`src/rtl/pipe_pkg.sv`:
```
// Shared pipeline-register definitions: FSM encoding, default NOP and the entry payload.
package pipe_pkg;

  localparam int unsigned ENTRY_INST_W = 32;
  localparam int unsigned ENTRY_DATA_W = 32;

  localparam logic [31:0] NOP_INST_DEFAULT = 32'h0000_0000;

  typedef enum logic [1:0] {
    ST_EMPTY = 2'd0,
    ST_FULL  = 2'd1,
    ST_SKID  = 2'd2
  } state_t;

  typedef struct packed {
    logic [ENTRY_INST_W-1:0] inst;
    logic [ENTRY_DATA_W-1:0] pc;
    logic [ENTRY_DATA_W-1:0] alu;
    logic [ENTRY_DATA_W-1:0] load;
  } entry_t;

  // Bubble entry as seen by downstream decode.
  function automatic entry_t nop_entry();
    entry_t e;
    e      = '0;
    e.inst = NOP_INST_DEFAULT;
    return e;
  endfunction

endpackage

```
`src/rtl/pipe_entry_reg.sv`:
```
// Enabled holder of one pipeline entry; clear takes priority and restores the reset value.
module pipe_entry_reg #(
  parameter int unsigned    W       = 128,
  parameter logic [W-1:0]   RST_VAL = '0
) (
  input  logic         clk,
  input  logic         rst_n,
  input  logic         i_en,
  input  logic         i_clr,
  input  logic [W-1:0] i_d,
  output logic [W-1:0] o_q
);

  logic [W-1:0] r_q;

  always_ff @(posedge clk or negedge rst_n) begin
    if (!rst_n) begin
      r_q <= RST_VAL;
    end else if (i_clr) begin
      r_q <= RST_VAL;
    end else if (i_en) begin
      r_q <= i_d;
    end
  end

  assign o_q = r_q;

endmodule

```
`src/rtl/mem_stage_pipe_reg.sv`:
```
// EXE -> MEM/WB stage register with valid/ready handshake, optional skid entry,
// flush-to-bubble and a saturating stall counter.
module mem_stage_pipe_reg
  import pipe_pkg::*;
#(
  parameter int unsigned        DATA_W   = 32,
  parameter int unsigned        INST_W   = 32,
  parameter bit                 SKID     = 1'b1,
  parameter logic [INST_W-1:0]  NOP_INST = INST_W'(NOP_INST_DEFAULT),
  parameter int unsigned        CNT_W    = 16
) (
  input  logic              clk,
  input  logic              rst_n,
  input  logic              flush,
  input  logic              in_valid,
  output logic              in_ready,
  input  logic [INST_W-1:0] in_inst,
  input  logic [DATA_W-1:0] in_pc,
  input  logic [DATA_W-1:0] in_alu,
  input  logic [DATA_W-1:0] in_load,
  output logic              out_valid,
  input  logic              out_ready,
  output logic [INST_W-1:0] out_inst,
  output logic [DATA_W-1:0] out_pc,
  output logic [DATA_W-1:0] out_alu,
  output logic [DATA_W-1:0] out_load,
  output logic [CNT_W-1:0]  stall_cnt
);

  localparam int unsigned ENTRY_W = INST_W + 3 * DATA_W;

  typedef struct packed {
    logic [INST_W-1:0] inst;
    logic [DATA_W-1:0] pc;
    logic [DATA_W-1:0] alu;
    logic [DATA_W-1:0] load;
  } stage_entry_t;

  localparam stage_entry_t RST_ENTRY = '{inst: NOP_INST, pc: '0, alu: '0, load: '0};

  state_t       r_state;
  state_t       w_state_nxt;
  logic [CNT_W-1:0] r_stall_cnt;

  stage_entry_t w_in_entry;
  stage_entry_t w_main_d;
  stage_entry_t w_main_q;
  stage_entry_t w_skid_q;

  logic w_main_en;
  logic w_main_clr;
  logic w_skid_en;
  logic w_skid_clr;
  logic w_in_ready;
  logic w_in_fire;
  logic w_out_valid;

  assign w_in_entry  = '{inst: in_inst, pc: in_pc, alu: in_alu, load: in_load};
  assign w_in_fire   = in_valid & w_in_ready;
  assign w_out_valid = (r_state != ST_EMPTY);

  // Next state and entry-register controls; flush overrides everything.
  always_comb begin
    w_state_nxt = r_state;
    w_main_en   = 1'b0;
    w_main_clr  = 1'b0;
    w_skid_en   = 1'b0;
    w_skid_clr  = 1'b0;
    w_main_d    = w_in_entry;
    if (flush) begin
      w_state_nxt = ST_EMPTY;
      w_main_clr  = 1'b1;
      w_skid_clr  = 1'b1;
    end else begin
      case (r_state)
        ST_EMPTY: begin
          if (w_in_fire) begin
            w_main_en   = 1'b1;
            w_state_nxt = ST_FULL;
          end
        end
        ST_FULL: begin
          if (out_ready) begin
            if (w_in_fire) begin
              w_main_en = 1'b1;
            end else begin
              w_main_clr  = 1'b1;
              w_state_nxt = ST_EMPTY;
            end
          end else if (w_in_fire) begin
            // Only reachable with the skid entry: in_ready is low here otherwise.
            w_skid_en   = 1'b1;
            w_state_nxt = ST_SKID;
          end
        end
        ST_SKID: begin
          if (out_ready) begin
            w_main_en   = 1'b1;
            w_main_d    = w_skid_q;
            w_skid_clr  = 1'b1;
            w_state_nxt = ST_FULL;
          end
        end
        default: begin
          w_state_nxt = ST_EMPTY;
          w_main_clr  = 1'b1;
          w_skid_clr  = 1'b1;
        end
      endcase
    end
  end

  // State register.
  always_ff @(posedge clk or negedge rst_n) begin
    if (!rst_n) begin
      r_state <= ST_EMPTY;
    end else begin
      r_state <= w_state_nxt;
    end
  end

  // Ready is a flop with the skid entry, otherwise a pass-through of downstream ready.
  if (SKID) begin : g_reg_ready
    logic r_in_ready;
    always_ff @(posedge clk or negedge rst_n) begin
      if (!rst_n) begin
        r_in_ready <= 1'b1;
      end else begin
        r_in_ready <= (w_state_nxt != ST_SKID);
      end
    end
    assign w_in_ready = r_in_ready;
  end else begin : g_comb_ready
    assign w_in_ready = (r_state == ST_EMPTY) | out_ready;
  end

  // Saturating count of cycles where a valid output was refused.
  always_ff @(posedge clk or negedge rst_n) begin
    if (!rst_n) begin
      r_stall_cnt <= '0;
    end else if (w_out_valid && !out_ready && (r_stall_cnt != {CNT_W{1'b1}})) begin
      r_stall_cnt <= r_stall_cnt + CNT_W'(1);
    end
  end

  pipe_entry_reg #(
    .W       (ENTRY_W),
    .RST_VAL (RST_ENTRY)
  ) u_main (
    .clk   (clk),
    .rst_n (rst_n),
    .i_en  (w_main_en),
    .i_clr (w_main_clr),
    .i_d   (w_main_d),
    .o_q   (w_main_q)
  );

  pipe_entry_reg #(
    .W       (ENTRY_W),
    .RST_VAL (RST_ENTRY)
  ) u_skid (
    .clk   (clk),
    .rst_n (rst_n),
    .i_en  (w_skid_en),
    .i_clr (w_skid_clr),
    .i_d   (w_in_entry),
    .o_q   (w_skid_q)
  );

  assign in_ready  = w_in_ready;
  assign out_valid = w_out_valid;
  assign out_inst  = w_main_q.inst;
  assign out_pc    = w_main_q.pc;
  assign out_alu   = w_main_q.alu;
  assign out_load  = w_main_q.load;
  assign stall_cnt = r_stall_cnt;

endmodule
```
`config.mk`:
```
export PLATFORM = sky130hd
export DESIGN_NAME = mem_stage_pipe_reg
export DESIGN_NICKNAME = d
export VERILOG_FILES = /design/src/rtl/pipe_pkg.sv /design/src/rtl/pipe_entry_reg.sv /design/src/rtl/mem_stage_pipe_reg.sv
export SDC_FILE = /design/constraint.sdc
export NUM_CORES = 1
export LEC_CHECK = 0
export CORE_UTILIZATION = 51
export CTS_CLUSTER_SIZE = 30
export DETAILED_ROUTE_END_ITERATION = 12
export GPL_TIMING_DRIVEN = 0
export HOLD_SLACK_MARGIN = 0.15
export PLACE_DENSITY = 0.83
export SLEW_MARGIN = 5
export SYNTH_ARGS = -nofsm -noshare
export SYNTH_HDL_FRONTEND = slang
export SYNTH_SLANG_ARGS = --single-unit
```
`constraint.sdc`:
```
create_clock -name clk -period 2.07 [get_ports clk]
set_input_delay 0.414 -clock clk [delete_from_list [all_inputs] [get_ports clk]]
set_output_delay 0.414 -clock clk [all_outputs]
set_load 0.01 [all_outputs]
```
Word-level counts from Yosys, hierarchy flattened
Cells that the tools add are included.
Widths: inputs -> output; s select.
- bits of input ports: 133
- memory bits (writable): 0
- logic and storage cells: 48
- bits in latches: 0
- bits in read-only memories: 0
- memories kept: 0
- flip-flop bits (word level): 275
- $add $sub $neg: 1
- $lt $le $gt $ge: 0
- shift-type cells: 0
- mux-type cells: 28
- reductions and logical operators: 9
- divide/modulo/power cells: 0
- bitwise operators: 1
- equality and inequality tests: 4
- $mul: 0
- operators by type and width (cell ; count):
    $mux 128 ; 7
    $add 16x1->16 const B ; 1
    $ne 16x16->1 const B ; 1
    $mux 2 ; 6
    $mux 1 ; 11
    $pmux 2 s3 ; 1
    $reduce_bool 2->1 ; 3
    $pmux 1 s2 ; 2
    $reduce_or 2->1 ; 2
    $pmux 1 s3 ; 1
    $eq 2x1->1 const B ; 1
    $eq 2x2->1 const B ; 1
    $logic_and 1x1->1 ; 2
    $logic_not 2->1 ; 1
    $ne 2x2->1 const B ; 1
    $and 1x1->1 ; 1
    $logic_not 1->1 ; 1

Depth between registers and ports, before layout
Gate-level depths: netlist (run 1).
- depth after elaboration: 7
- gate-level depth with buffers: 7
- depth with buffers taken out: 5

Hierarchy
From an unflattened synthesis (run 1), not the netlist that was laid out.
- cell total of the unflattened synthesis: 1075
- area total of the unflattened synthesis: 13233.9 µm²
- by module, submodules not included (module ; times used ; cells each ; area an instance (µm²)):
    pipe_entry_reg ; 2 ; 412 ; 5292.6
    mem_stage_pipe_reg ; 1 ; 251 ; 2648.8

Least setup slack after synthesis (run 1)
No wires, ideal clock.
- kind: input to register
- start: in out_ready
- end: reg r_stall_cnt[15] (netlist: stall_cnt[15])
- path slack: 0.311 ns
- data arrival time: 1.631 ns
- data required time: 1.942 ns
- path buffers: 2
- stages on the path: 6
- cell sequence: buf_6 o21bai_4 or2_1 buf_2 nor4_2 mux2_1
- longest elaborated chain between the ends: 3
- ends and longest elaborated chain (element ; RTL line ; text):
    from (decl) ; mem_stage_pipe_reg.sv:22 ; input logic out_ready,
    $logic_not 1->1 ; mem_stage_pipe_reg.sv:141 ; end else if (w_out_valid && !out_ready && (r_stall_cnt != {CNT_W{1'b1}})) begin
    $logic_and 1x1->1 (2 in series) ; mem_stage_pipe_reg.sv:141 ;
    to (signal assigned) ; mem_stage_pipe_reg.sv:142 ; r_stall_cnt <= r_stall_cnt + CNT_W'(1);
    to (decl) ; mem_stage_pipe_reg.sv:43 ; logic [CNT_W-1:0] r_stall_cnt;
Every way passes these cells.
A chain may end at the register's enable or synchronous reset.

Worst setup path after layout (run 1)
- start: reg r_stall_cnt[8] (netlist: stall_cnt[8])
- end: out stall_cnt[8]
- RTL lines (element ; RTL line ; text):
    to (decl) ; mem_stage_pipe_reg.sv:27 ; output logic [CNT_W-1:0] stall_cnt
No word-level cell between the ends.

==> qor.csv, run 1 <==
stage,metric,value,unit
outcome,status,"complete, no violations",
logic_synthesis,syn nets,1085,
power_and_ir_drop,Int Pwr,10000,uW
place,HPWL after DPL,22.1,mm
logic_synthesis,register bit total from synthesis,275,
route,Vias/cell,5.71,
route,First DRT Iteration DRCs,513,
grt,global route overflow,0,
job,max cap viols,0,
critical_path,CP Launch Type,flop,
cells_and_area,"commonest non-fill, non-tap cells in the layout","274 x clkdlybuf4s50_1, 273 x dfrtp_1, 132 x nor2_1, 130 x mux2i_1, 128 x a22o_1",
cts,CTS tree,built,
route,"wirelength, routed",32.8,mm
cts,CTS Buffer Depth,3,
hold_path,HP Class,input pin to flop,
die,DIE WIDTH,159,um
cts,number of CTS-inserted buffers,30,
cells_and_area,Layout area overhead,34.0,%
cells_and_area,layout cells sized above 1,0.198,
sta,Final setup viols,0,
route,1st-pass router iterations,8,
critical_path,Critical Path AT,1610,ps
logic_synthesis,Ys Warns,0,
cts,clock sink count,275,
logic_synthesis,Post-Syn Area,0.0125,mm2
sta,Min Hold Slack,175,ps
die,std cell rows,56,
logic_synthesis,"FFs w/ async S/R, synth",1.00,
die,core area,0.0238,mm2
sta,Rel. slew slack,0.570,
power_and_ir_drop,pwr dens,815,mW/mm2
place,IO buf count,277,
route,WL/cell,20.4,um
critical_path,critical path class,flop to output pin,
sta,actual slew at the worst max-slew pin,645,ps
critical_path,Required @ worst endpoint,1660,ps
route,WL met2,15.6,mm
place,GP Congestion,0.833,
power_and_ir_drop,Max VDD drop,0.863,mV
power_and_ir_drop,leakage component of the power,0.00708,uW
sta,clk_skew,11.9,ps
power_and_ir_drop,combinational share of power,0.177,
logic_synthesis,number of enable flip-flop cells after synthesis,0,
sta,min Tclk post-route,2020,ps
cts,"CTS clk-pin slew, worst paths",60,ps
die,Chip Height,159,um
logic_synthesis,sequential share of the synthesized area,0.551,
route,met3 WL,1.84,mm
cells_and_area,nets,1398,
grt,first-pass GRT wire length,51.5,mm
logic_synthesis,Gate Count Post-Synth,951,
grt,gr usage total,0.264,
critical_path,Slowest Stage Delay on Critical Path,590,ps
route,Remaining DRCs,0,
grt,vias in the first global route,9408,
power_and_ir_drop,Clock power frac,0.383,
logic_synthesis,mean post-synth cell area,13.1,um2
route,M1 WL,14.4,mm
critical_path,crit path capture type,output pin,
cts,clk_lat worst skew,540,ps
critical_path,Crit-path slowest cell,clkdlybuf4s50_1,
cts,H-tree Lvls,1,
logic_synthesis,Synth cell types,49,
die,die area,0.0251,mm2
route,Antenna Violating Nets Remaining,0,
route,Top Layer Used,met5,
sta,Final period util,0.978,
die,Starting Density,0.526,
sta,f_max,494,MHz
critical_path,Buf/Inv on CP,1,
sta,"Slew Viols, Final",0,
cts,root buf cell,clkbuf_16,
die,num ports,279,
critical_path,CP top delay family,buffers and inverters,
sta,setup TNS,0,ps
sta,Final Hold Fails,0,
power_and_ir_drop,sequential power share,0.439,
cells_and_area,"commonest non-fill, non-tap cell in the layout",clkdlybuf4s50_1,
route,via count,9179,
logic_synthesis,ys flop type,dfrtp_1,
critical_path,worst-path fanout max,7,
power_and_ir_drop,Psw,3630,uW
power_and_ir_drop,switching share of power,0.266,
grt,initial antenna violation count,3,
sta,RSZ-0062 raised after global routing,true,
critical_path,critical-path cell list,clkdlybuf4s50_1,
grt,pin count of the biggest net entering global routing,98,
==> Yosys cell counts (all sizes together) (4+ instances only) <==
cell / number / area (um2)
a211oi: 128 / 1460
a21oi: 4 / 20.0
a22o: 128 / 1120
buf: 80 / 619
clkbuf: 8 / 30.0
dfrtp: 274 / 6860
mux2i: 130 / 1300
nand2: 6 / 22.5
nand4: 5 / 46.3
nor2: 132 / 495
nor4: 7 / 83.8
or2: 4 / 25.0
xor2: 9 / 78.8
==> final timing paths <==
path | depth (start not counted) | startpoint | to | slack (ps)
worst max-delay path | 1 | stall_cnt[8]$_DFFE_PN0P_ | stall_cnt[8] | 50
max in group asynchronous | 4 | rst_n | u_skid.o_q[56]$_DFFE_PN0P_ | 300
worst min-delay path | 2 | out_ready | in_ready$_DFF_PN1_ | 170
worst min register to register | 1 | u_skid.o_q[91]$_DFFE_PN0P_ | u_skid.o_q[91]$_DFFE_PN0P_ | 500
worst max register to register | 6 | in_ready$_DFF_PN1_ | u_main.o_q[34]$_DFFE_PN0P_ | 90
min in group asynchronous | 2 | rst_n | stall_cnt[6]$_DFFE_PN0P_ | 450
==> layout make-up <==
type	count	area (um2)
clock inverter	8	67.6
inverter	3	11.3
timing repair buffer	281	2840
fill	1657	7000
multi-input combinational	585	4950
sequential	275	6880
clock buffer	46	902
buffer	88	682
tap	319	399
antenna	3	7.51
==> flip-flops by register name (all words and copies together) (netlist names) <==
| signal | count |
|---|---|
| stall_cnt | 16 |
| in_ready | 1 |
| u_skid.o_q | 128 |
| u_main.o_q | 128 |
| r_state | 2 |
==> layer usage <==
metal | GRT usage | up-vias
met5 | 0 | -
met4 | 0.0893 | 2
met3 | 0.0463 | 64
met2 | 0.423 | 285
met1 | 0.364 | 4657
li1 | - | 4171
==> stage by stage <==
| step | power (uW) | utilization | instance area [um2] | setup slack (ps) | cells |
|---|---|---|---|---|---|
| 6_report | 13700 | 0.705 | 16800 | 46.0 | 1608 |
| 2_1_floorplan | 7160 | - | 12500 | 311 | 951 |
| 3_5_place_dp | 8500 | 0.662 | 15700 | -442 | 1549 |
| 3_3_place_gp | 8440 | 0.660 | 15700 | -11270 | 1547 |
| 5_1_grt | 14200 | 0.705 | 16700 | -54.2 | 1606 |
| 4_1_cts | 13800 | 0.704 | 16700 | 0.983 | 1605 |
==> what timing repair did <==
| action | in CTS | in global routing |
|---|---|---|
| hold buffers | 1 | 0 |
| setup endpoints to repair | 61 | 35 |
| gates resized for setup | 12 | 14 |
| pin swaps | 0 | 0 |
| setup buffers | 1 | 0 |
| hold endpoints to repair | 84 | 0 |
==> logic make-up (layout without fill, tap and decap cells) <==
| family | Yosys count | after routing | share of synthesized area |
|---|---|---|---|
| multiplexers | 133 | 133 | 0.107 |
| AO/OA/AOI/OAI | 268 | 268 | 0.215 |
| XOR/XNOR | 12 | 12 | 0.00841 |
| adder cells (fa/ha/maj) | 1 | 1 | 0.00100 |
| buffers and inverters | 91 | 426 | 0.0529 |
| other | 0 | 3 | 0 |
| flip-flops | 275 | 275 | 0.551 |
| AND/OR/NAND/NOR | 171 | 171 | 0.0651 |
==> power by group through the flow <==
| stage | clock network [uW] | registers [uW] | logic (uW) |
|---|---|---|---|
| global placement | 0 | 6080 | 2360 |
| finish | 5240 | 6000 | 2420 |
| CTS | 5320 | 5990 | 2440 |
| floorplan | 0 | 6170 | 981 |
| global route | 5500 | 6040 | 2620 |
| detailed placement | 0 | 6080 | 2420 |
No activity file was read; power rests on OpenSTA's default activity.
==> run 2: changes to the inputs <==
CORE_UTILIZATION = 52   (was 51)
DONT_BUFFER_PORTS = 1   (was not set)
PLACE_DENSITY = 0.69   (was 0.83)
==> run 2 against run 1 <==
The run now ends with hold timing left; critical path depth grew 6; sequential share of layout area grew 4.0 points; register-to-register slack gained 20 ps; first-iteration DRC count grew 14%; count of clock-buffer cells in the layout shrank 1; combinational power shrank 38%; wire length shrank 4.0%; hold slack lost 600 ps.
==> qor.csv, run 2 (synthesis gave the netlist of run 1 again) <==
stage,metric,value,unit,change
outcome,status,"complete, but fails checks",,"was complete, no violations"
outcome,failing checks,hold timing,,
critical_path,Required @ worst endpoint,2520,ps,was 1660 ps
die,std cell rows,56,,unchanged
place,HPWL after DPL,19.3,mm,was 22.1 mm
sta,min Tclk post-route,1960,ps,was 2020 ps
place,GP Congestion,0.778,,was 0.833
cells_and_area,Fillers,1769,,was 1657
grt,pin count of the biggest net entering global routing,276,,was 98
critical_path,CP startpoint,in_ready$_DFF_PN1_,,was stall_cnt[8]$_DFFE_PN0P_
sta,f_max,510,MHz,was 494 MHz
sta,"Slew Viols, Final",0,,unchanged
critical_path,Slowest Stage Delay on Critical Path,590,ps,about the same
route,Vias/cell,5.88,,was 5.71
cts,CTS tree,built,,unchanged
power_and_ir_drop,Pwr Total,13000,uW,was 13700 uW
cts,clock sink count,275,,unchanged
cts,number of CTS-inserted buffers,30,,unchanged
cts,"CTS clk-pin slew, worst paths",60,ps,about the same
cts,root buf cell,clkbuf_16,,unchanged
grt,first-pass GRT wire length,49.1,mm,was 51.5 mm
critical_path,CP Launch Type,flop,,unchanged
critical_path,worst-path fanout max,10,,was 7
grt,gr usage total,0.252,,was 0.264
critical_path,R2R Setup Slk,110,ps,was 90 ps
place,IO buf count,0,,was 277
cts,clk_lat worst skew,550,ps,was 540 ps
grt,initial antenna violation count,0,,was 3
cts,hold-fix buffers at CTS,130,,was 1
cells_and_area,"commonest non-fill, non-tap cells in the layout","274 x dfrtp_1, 132 x nor2_1, 130 x mux2i_1, 130 x dlygate4sd3_1, 128 x a22o_1",,"was 274 x clkdlybuf4s50_1, 273 x dfrtp_1, 132 x nor2_1, 130 x mux2i_1, 128 x a22o_1"
cts,H-tree Lvls,1,,unchanged
die,Starting Density,0.531,,was 0.526
power_and_ir_drop,pwr dens,853,mW/mm2,was 815 mW/mm2
sta,actual slew at the worst max-slew pin,1010,ps,was 645 ps
route,Remaining DRCs,0,,unchanged
route,WL/cell,21.6,um,was 20.4 um
job,max cap viols,0,,unchanged
sta,Final period util,0.948,,was 0.978
die,core area,0.0235,mm2,was 0.0238 mm2
critical_path,Buf/Inv on CP,3,,was 1
critical_path,Critical Path AT,2410,ps,was 1610 ps
sta,Min Hold Slack,-429,ps,was 175 ps
power_and_ir_drop,Max VDD drop,0.701,mV,was 0.863 mV
route,First DRT Iteration DRCs,585,,was 513
sta,Final setup viols,0,,unchanged
critical_path,Crit-path slowest cell,dfstp_2,,was clkdlybuf4s50_1
critical_path,Worst R2R End,u_main.o_q[36]$_DFFE_PN0P_,,was u_main.o_q[34]$_DFFE_PN0P_
sta,clk_skew,12.0,ps,was 11.9 ps
route,1st-pass router iterations,4,,was 8
cells_and_area,final core occ,0.648,,was 0.705
cells_and_area,layout cells sized above 1,0.228,,was 0.198
cells_and_area,Layout area overhead,22.1,%,was 34.0%
grt,vias in the first global route,8996,,was 9408
critical_path,CP top delay family,flip-flops,,was buffers and inverters
sta,RSZ-0062 raised after global routing,false,,was true
route,via count,8575,,was 9179
die,die area,0.0247,mm2,was 0.0251 mm2
cells_and_area,antenna cells,0,,was 3
critical_path,critical-path cell list,nand2_2 -> o31ai_4 -> buf_4 -> buf_6 -> buf_2 -> nor2_1 -> a211oi_2,,was clkdlybuf4s50_1
grt,global route overflow,0,,unchanged
critical_path,crit path capture type,flop,,was output pin
critical_path,worst reg2reg path depth,7,,was 6
sta,Final Hold Fails,274,,was 0
power_and_ir_drop,leakage component of the power,0.00660,uW,was 0.00708 uW
route,Antenna Violating Nets Remaining,0,,unchanged
critical_path,r2r startpoint,in_ready$_DFF_PN1_,,unchanged
cts,CTS Buffer Depth,3,,unchanged
critical_path,critical path class,flop to flop,,was flop to output pin
sta,Rel. slew slack,0.328,,was 0.570
route,"wirelength, routed",31.5,mm,was 32.8 mm
die,Chip Height,157,um,was 159 um
die,num ports,279,,unchanged
cells_and_area,nets,1250,,was 1398
cells_and_area,"commonest non-fill, non-tap cell in the layout",dfrtp_1,,was clkdlybuf4s50_1
die,DIE WIDTH,157,um,was 159 um
hold_path,HP Class,input pin to async pin,,was input pin to flop
-- run 2: cell types whose count changed in the layout (fill, tap and decap cells not counted), moves of 2 or more --
cell	delta
buf_1	-2
buf_16	-2
buf_6	+2
clkbuf_1	-3
clkbuf_2	+3
clkbuf_8	+2
clkdlybuf4s50_1	-274
clkinv_2	+3
diode_2	-3
dlygate4sd3_1	+129
-- run 2: layout make-up --
cell class / count / area [um2] / share of cell area
clock buffers: 45 / 918 / 0.0602
inverters: 3 / 11.3 / 0.000738
multi-input cells: 585 / 4960 / 0.325
well taps: 319 / 399 / 0.0261
flip-flops and latches: 275 / 6880 / 0.451
clock inverters: 11 / 83.8 / 0.00549
plain buffers: 88 / 692 / 0.0453
repair buffers: 133 / 1320 / 0.0866
-- run 2: what timing repair did --
action,CTS,global route
gates cloned,0,1
hold endpoints to repair,531,275
endpoints found under the setup margin,115,110
resized for setup,10,13
setup buffers,0,2
-- run 2: worst max path at each step --
| stage | to | slack [ps] | cells past startpoint |
|---|---|---|---|
| floorplan | stall_cnt[15]$_DFFE_PN0P_ | 310 | 6 |
| global placement | u_main.o_q[54]$_DFFE_PN0P_ | -50 | 6 |
| detailed placement | u_main.o_q[56]$_DFFE_PN0P_ | -70 | 6 |
| CTS | u_main.o_q[123]$_DFFE_PN0P_ | 40 | 6 |
| global route | u_main.o_q[90]$_DFFE_PN0P_ | 0.3 | 7 |
| finish | u_main.o_q[36]$_DFFE_PN0P_ | 110 | 7 |
-- run 2: per-layer routing --
layer,up-vias,GRT usage,share of wire
met5,-,0,0
met4,0,0.0666,0.021
met3,52,0.0625,0.070
met2,230,0.412,0.48
met1,4420,0.334,0.43
li1,3873,-,-
-- run 2: where the power goes --
group	switching (uW)	internal [uW]
Sequential	469	5730
Clock	2150	3180
Combinational	838	657
Total	3460	9560
-- run 2: per-stage QoR --
step                cells  TNS (ps)  setup slack (ps)  hold WS [ps]  area (um2)
global placement     1270     -1000             -49.4           126       12900
detailed placement   1270     -2850             -69.1           125       12900
floorplan             951         0               311           118       12500
global route         1459         0             0.285          -449       15300
finish               1459         0               108          -429       15300
CTS                  1456         0              37.4          -451       15200
